`src/rtl/counter_pkg.sv`:
```
// Shared encodings for the prescaled up/down/bounce counter family.
package counter_pkg;

  typedef enum logic [1:0] {
    MODE_UP     = 2'b00,
    MODE_DOWN   = 2'b01,
    MODE_BOUNCE = 2'b10,
    MODE_HOLD   = 2'b11
  } mode_e;

  typedef enum logic {
    DIR_UP   = 1'b0,
    DIR_DOWN = 1'b1
  } dir_e;

endpackage

```
`src/rtl/param_counter_board.sv`:
```
// Board wrapper: KEY[0] is an active-low push button, switches drive the
// controls and the counter state is shown on the red LEDs.
module param_counter_board #(
  parameter int unsigned PRESCALE = 32'd8388608
) (
  input  logic       CLOCK_50,
  input  logic [0:0] KEY,
  input  logic [7:0] SW,
  output logic [9:0] LEDR
);

  localparam int unsigned WIDTH = 32'd4;

  logic [1:0]       key_sync_q;
  logic [WIDTH-1:0] count_s;
  logic             tick_s, wrap_s, at_limit_s;

  // bring the asynchronous button into the clock domain before it resets anything
  always_ff @(posedge CLOCK_50) begin
    key_sync_q <= {key_sync_q[0], KEY[0]};
  end

  param_counter #(
    .WIDTH   (WIDTH),
    .PRESCALE(PRESCALE),
    .SATURATE(1'b0)
  ) u_counter (
    .clk     (CLOCK_50),
    .rst     (~key_sync_q[1]),
    .en      (SW[2]),
    .mode    (SW[1:0]),
    .load    (SW[3]),
    .load_val(SW[7:4]),
    .count   (count_s),
    .tick    (tick_s),
    .wrap    (wrap_s),
    .at_limit(at_limit_s)
  );

  assign LEDR = {3'b000, at_limit_s, wrap_s, tick_s, count_s};

endmodule

```
`src/rtl/tick_gen.sv`:
```
// Free-running prescaler: counts 0..PRESCALE-1 and emits a registered one-cycle
// tick in the cycle after the terminal count. clr restarts it like a reset.
module tick_gen #(
  parameter int unsigned PRESCALE = 32'd8388608
) (
  input  logic clk,
  input  logic rst,
  input  logic clr,
  output logic tick
);

  localparam int unsigned CW = (PRESCALE > 32'd1) ? $clog2(PRESCALE) : 32'd1;
  localparam logic [CW-1:0] LAST = CW'(PRESCALE - 32'd1);
  localparam logic [CW-1:0] ONE  = CW'(32'd1);

  logic [CW-1:0] cnt_q, cnt_d;
  logic          tick_q, tick_d;

  // next prescaler count and tick
  always_comb begin
    cnt_d  = cnt_q;
    tick_d = 1'b0;
    if (clr) begin
      cnt_d  = '0;
      tick_d = 1'b0;
    end else begin
      tick_d = (cnt_q == LAST);
      if (cnt_q == LAST) begin
        cnt_d = '0;
      end else begin
        cnt_d = cnt_q + ONE;
      end
    end
  end

  // prescaler state register
  always_ff @(posedge clk) begin
    if (rst) begin
      cnt_q  <= '0;
      tick_q <= 1'b0;
    end else begin
      cnt_q  <= cnt_d;
      tick_q <= tick_d;
    end
  end

  assign tick = tick_q;

endmodule

```
`src/rtl/param_counter.sv`:
```
// Prescaled counter with up, down, ping-pong and hold modes, synchronous load,
// optional saturation and a one-cycle boundary pulse.
module param_counter
  import counter_pkg::*;
#(
  parameter int unsigned WIDTH    = 32'd4,
  parameter int unsigned PRESCALE = 32'd8388608,
  parameter bit          SATURATE = 1'b0
) (
  input  logic             clk,
  input  logic             rst,
  input  logic             en,
  input  logic [1:0]       mode,
  input  logic             load,
  input  logic [WIDTH-1:0] load_val,
  output logic [WIDTH-1:0] count,
  output logic             tick,
  output logic             wrap,
  output logic             at_limit
);

  localparam logic [WIDTH-1:0] MAX = '1;
  localparam logic [WIDTH-1:0] ONE = WIDTH'(32'd1);

  logic [WIDTH-1:0] count_q, count_d;
  logic             wrap_q, wrap_d;
  dir_e             dir_q, dir_d;
  logic [WIDTH-1:0] inc_s, dec_s;
  mode_e            mode_s;
  logic             tick_s;

  tick_gen #(
    .PRESCALE(PRESCALE)
  ) u_tick_gen (
    .clk (clk),
    .rst (rst),
    .clr (load),
    .tick(tick_s)
  );

  assign mode_s = mode_e'(mode);
  assign inc_s  = count_q + ONE;
  assign dec_s  = count_q - ONE;

  // next count, direction and boundary pulse; load overrides any pending tick
  always_comb begin
    count_d = count_q;
    dir_d   = dir_q;
    wrap_d  = 1'b0;
    if (load) begin
      count_d = load_val;
    end else if (tick_s && en) begin
      case (mode_s)
        MODE_UP: begin
          if (count_q != MAX) begin
            count_d = inc_s;
          end else if (SATURATE) begin
            count_d = MAX;
          end else begin
            count_d = '0;
            wrap_d  = 1'b1;
          end
        end
        MODE_DOWN: begin
          if (count_q != '0) begin
            count_d = dec_s;
          end else if (SATURATE) begin
            count_d = '0;
          end else begin
            count_d = MAX;
            wrap_d  = 1'b1;
          end
        end
        MODE_BOUNCE: begin
          // a count already sitting on the far limit turns around immediately
          if (dir_q == DIR_UP) begin
            if (count_q == MAX) begin
              count_d = dec_s;
              dir_d   = DIR_DOWN;
              wrap_d  = 1'b1;
            end else begin
              count_d = inc_s;
              if (inc_s == MAX) begin
                dir_d  = DIR_DOWN;
                wrap_d = 1'b1;
              end else begin
                dir_d  = DIR_UP;
              end
            end
          end else begin
            if (count_q == '0) begin
              count_d = inc_s;
              dir_d   = DIR_UP;
              wrap_d  = 1'b1;
            end else begin
              count_d = dec_s;
              if (dec_s == '0) begin
                dir_d  = DIR_UP;
                wrap_d = 1'b1;
              end else begin
                dir_d  = DIR_DOWN;
              end
            end
          end
        end
        MODE_HOLD: begin
          count_d = count_q;
        end
        default: begin
          count_d = count_q;
        end
      endcase
    end else begin
      count_d = count_q;
    end
  end

  // counter state register
  always_ff @(posedge clk) begin
    if (rst) begin
      count_q <= '0;
      dir_q   <= DIR_UP;
      wrap_q  <= 1'b0;
    end else begin
      count_q <= count_d;
      dir_q   <= dir_d;
      wrap_q  <= wrap_d;
    end
  end

  // limit flag follows the bound the current mode and direction are heading to
  always_comb begin
    at_limit = 1'b0;
    case (mode_s)
      MODE_UP:     at_limit = (count_q == MAX);
      MODE_DOWN:   at_limit = (count_q == '0);
      MODE_BOUNCE: at_limit = (count_q == MAX) || (count_q == '0);
      MODE_HOLD:   at_limit = (dir_q == DIR_UP) ? (count_q == MAX) : (count_q == '0);
      default:     at_limit = 1'b0;
    endcase
  end

  assign count = count_q;
  assign tick  = tick_s;
  assign wrap  = wrap_q;

endmodule

```
`config.mk`:
```
export PLATFORM = sky130hd
export DESIGN_NAME = param_counter_board
export DESIGN_NICKNAME = d
export VERILOG_FILES = /design/src/rtl/counter_pkg.sv /design/src/rtl/param_counter_board.sv /design/src/rtl/tick_gen.sv /design/src/rtl/param_counter.sv
export SDC_FILE = /design/constraint.sdc
export NUM_CORES = 1
export LEC_CHECK = 0
export ABC_AREA = 1
export BUFFER_PORTS_ARGS = -buffer_cell sky130_fd_sc_hd__buf_2
export CORE_UTILIZATION = 40
export DETAILED_ROUTE_END_ITERATION = 12
export GPL_TIMING_DRIVEN = 1
export MAX_ROUTING_LAYER = met4
export PLACE_DENSITY = 0.69
export SETUP_SLACK_MARGIN = 0.2
export SYNTH_ARGS = -nofsm -noshare
export SYNTH_HDL_FRONTEND = slang
export SYNTH_SLANG_ARGS = --single-unit
```
`constraint.sdc`:
```
create_clock -name CLOCK_50 -period 2.7 [get_ports CLOCK_50]
set_clock_uncertainty 0.05 [all_clocks]
set_input_delay 0.405 -clock CLOCK_50 [delete_from_list [all_inputs] [get_ports CLOCK_50]]
set_output_delay 0.405 -clock CLOCK_50 [all_outputs]
set_load 0.02 [all_outputs]
```
==> run_results.csv <==
group,metric,value,unit
run_status,run_status,"complete, no violations",
critical_path,critPathSlowestCell,"dfxtp_2",
logic_synthesis,synth_cell_types,29,
place,hpwlAfterDp,2744,um
cts,path_clk_slew,0.06,ns
routing,wl_per_cell,10.89,um
logic_synthesis,synth_cells,262,
critical_path,crit_type,"flip-flop to primary output",
logic_synthesis,synth_warnings,0,
logic_synthesis,ys_ff_latch,32,
timing,max_freq,446.5,MHz
pwr,powerDensity,444.0,nW/um2
pwr,vdd_drop_max,0.3605,mV
critical_path,r2r_start,"u_counter.u_tick_gen.cnt_q[0]",
routing,drc,0,
critical_path,worst-path-max-fanout,8,
timing,setup_viol,0,
grt,use_met3,3.376,%
die,dieArea,5144,um2
finish,layout.cells.non_filler,331,
routing,ant_nets,0,
cts,cts_max_path_buffers,2,
die,die_x,71.72,um
routing,routed_wl,3604,um
pwr,combPwrFrac,10.8,%
routing,dr.pass1.iters,4,
place,gp_congestion,0.8677,
die,initial_core_util,41.44,%
cts,numCtsBuffers,5,
logic_synthesis,avgSynthCellArea,7.421,um2
timing,post-route-min-period,2.239,ns
place,dp.cells,324,
grt,grt_util_met2,26.31,%
critical_path,max_stage_delay,0.40,ns
critical_path,cpMostUsedCell,"nand2_1",
finish,final_util,44.40,%
timing,grt_setup_unrepaired,"no",
grt,grt_use_met1,18.59,%
worst_hold_path,min_from,"KEY",
finish,seqCellArea,643.1,um2
critical_path,worstRegToRegCells,10,
routing,vias,1618,
pwr,clockPowerShare,36.2,%
worst_hold_path,hold_end,"key_sync_q[0]",
cts,clk_latency,0.28,ns
grt,grt_pass1_wl,6237,um
cts,cts_setup_buffers,0,
grt,grt_max_degree,24,
worst_hold_path,min_path_cells,1,
grt,first_global_vias,1468,
finish,synthToLayoutAreaGrowth,7.143,%
grt,track_usage,15.85,%
critical_path,crit_chain,"ha_1 > nand3_1 > nand2_1 > nand2_1 > nor2_1 > nor3_1 > o21ai_0 > buf_2",
critical_path,critical_path_buf_inv_count,1,
die,fp.dieH,71.72,um
place,portBuffers,16,
critical_path,r2r-end,"u_counter.u_tick_gen.cnt_q[14]",
cts,clock_sinks,32,
grt,gr-max-usage-layer,"met2",
pwr,switching_share,25.56,%
logic_synthesis,ys_seq_area_share,32.95,%
cts,cts_tree,"done",
finish,antenna_cells,0,
grt,gr-total-overflow,0,
critical_path,ff2ff_setup_slack,0.70,ns
timing,slew_violations,0,
timing,hold_viol_final,0,
critical_path,startpoint_type,"flip-flop",
pwr,pwr-share-seq,53.0,%
logic_synthesis,synth_area,1944,um2
cts,cts_htree_levels,2,
finish,final_nets,296,
finish,drive_above_1_share,20.94,%
grt,grt_antenna_before_repair,0,
timing,fin_crit_sh,82.94,%
routing,drt_iter0_drc,34,
critical_path,crit_family,"simple AND/OR/NAND/NOR gates",
timing,fin_setup_tns,0,ns
cts,clockRootBuffer,"clkbuf_8",
critical_path,cp.arrival,1.78,ns
pwr,switchingPower,236.5,uW
pwr,p_int,688.6,uW
die,fp-row-count,25,
worst_hold_path,hp-class,"input port to flip-flop",
finish,nFillCells,487,
pwr,p_leak,0.8514,nW
critical_path,worstSetupEndpointType,"primary output",
critical_path,cp.required,2.25,ns
finish,multi_input_area,1114,um2
flow_run,maxCapViolCount,0,
die,num_io_pins,20,
routing,routed_via_density,4.888,
die,core,4692,um2
[state kept, by name, summed over array words and instances (netlist names)]
signal                      count
u_counter.count                 4
u_counter.wrap                  1
u_counter.dir_q                 1
u_counter.u_tick_gen.tick       1
u_counter.u_tick_gen.cnt_q     23
key_sync_q                      2
[timing repair]
item                                    4_1_cts  5_1_grt
hold buffers                                  0        0
endpoints found under the setup margin        0        1
gates resized for setup                       0        2
[synthesized netlist by cell type]
cell type  count  share of area, %
a21oi_1        9               2.3
a21oi_2        3               1.4
a22oi_1        1              0.39
a31oi_1        4               1.3
buf_12         2               2.1
buf_4          7               2.7
clkbuf_1       1              0.19
conb_1         1              0.19
dfxtp_1       32                33
ha_1           9               5.8
inv_1         26               5.0
inv_2          1              0.19
nand2_1       53                10
nand2_2        3              0.97
nand2_4        3               1.7
nand3_1       18               4.6
nand3_2        1              0.51
nand3b_1       2              0.77
nand4_1        6               1.9
nor2_1        25               4.8
nor2_2        16               5.1
nor2_4         3               1.7
nor3_1         6               1.5
nor3_2         1              0.51
o21ai_0        8               2.1
o31ai_1        2              0.77
or2_2          3              0.97
xnor2_1        3               1.4
xor2_1        13               5.9
[metal layers]
layer | wire length [um] | vias up
li1 | - | 860
met1 | 1679 | 722
met2 | 1725 | 29
met3 | 137 | 7
met4 | 63 | 0
met5 | 0 | -
[stage by stage]
stage	hold WS (ns)	cell area [um2]	setup slack, ns	total power [mW]
global route	0.1622	2083	0.2568	0.9676
finish	0.1729	2083	0.4606	0.9250
floorplan	0.2596	1952	0.7352	0.5850
CTS	0.1636	2081	0.3391	0.9392
global placement	0.2633	2003	0.7130	0.5985
detailed placement	0.2668	2003	0.6706	0.5996
[placed cells by master, fill, tap and decap left out, types with 8 or more instances in the layout]
cell type / instances
a21oi_1: 9
buf_2: 16
dfxtp_1: 30
ha_1: 9
inv_1: 26
nand2_1: 53
nand3_1: 18
nor2_1: 25
nor2_2: 16
o21ai_0: 8
xor2_1: 13
[cells by family after synthesis]
family / synth area share (%)
xor+xnor: 7.207
flops: 32.95
other cells: 0.1929
fa+ha+maj: 5.792
compound gates: 8.172
simple gates: 35.52
buf+inv: 10.17
[power groups by stage]
stage	clock network (mW)	registers, mW	logic [mW]
final	0.335	0.490	0.0999
after global placement	0	0.500	0.0989
after CTS	0.350	0.490	0.0999
after global routing	0.365	0.491	0.112
after detailed placement	0	0.500	0.0994
after floorplan	0	0.501	0.0842
[worst max-delay path by stage]
stage,startpoint,end,slack (ns),depth (start not counted)
floorplan,u_counter.count[1],LEDR[6],0.74,8
global placement,u_counter.count[1],LEDR[6],0.71,8
detailed placement,u_counter.count[1],LEDR[6],0.67,8
CTS,u_counter.count[1],LEDR[6],0.34,8
global route,u_counter.count[1],LEDR[6],0.26,8
finish,u_counter.count[1],LEDR[6],0.46,8
[layout make-up]
class	instances	area share, %
well taps	54	3.243
clock inverters	1	0.2402
multi-input cells	195	53.45
inverters	27	4.865
clock buffers	6	3.483
repair buffers	16	3.844
flip-flops and latches	32	30.87
No activity file was read; power rests on OpenSTA's default activity.
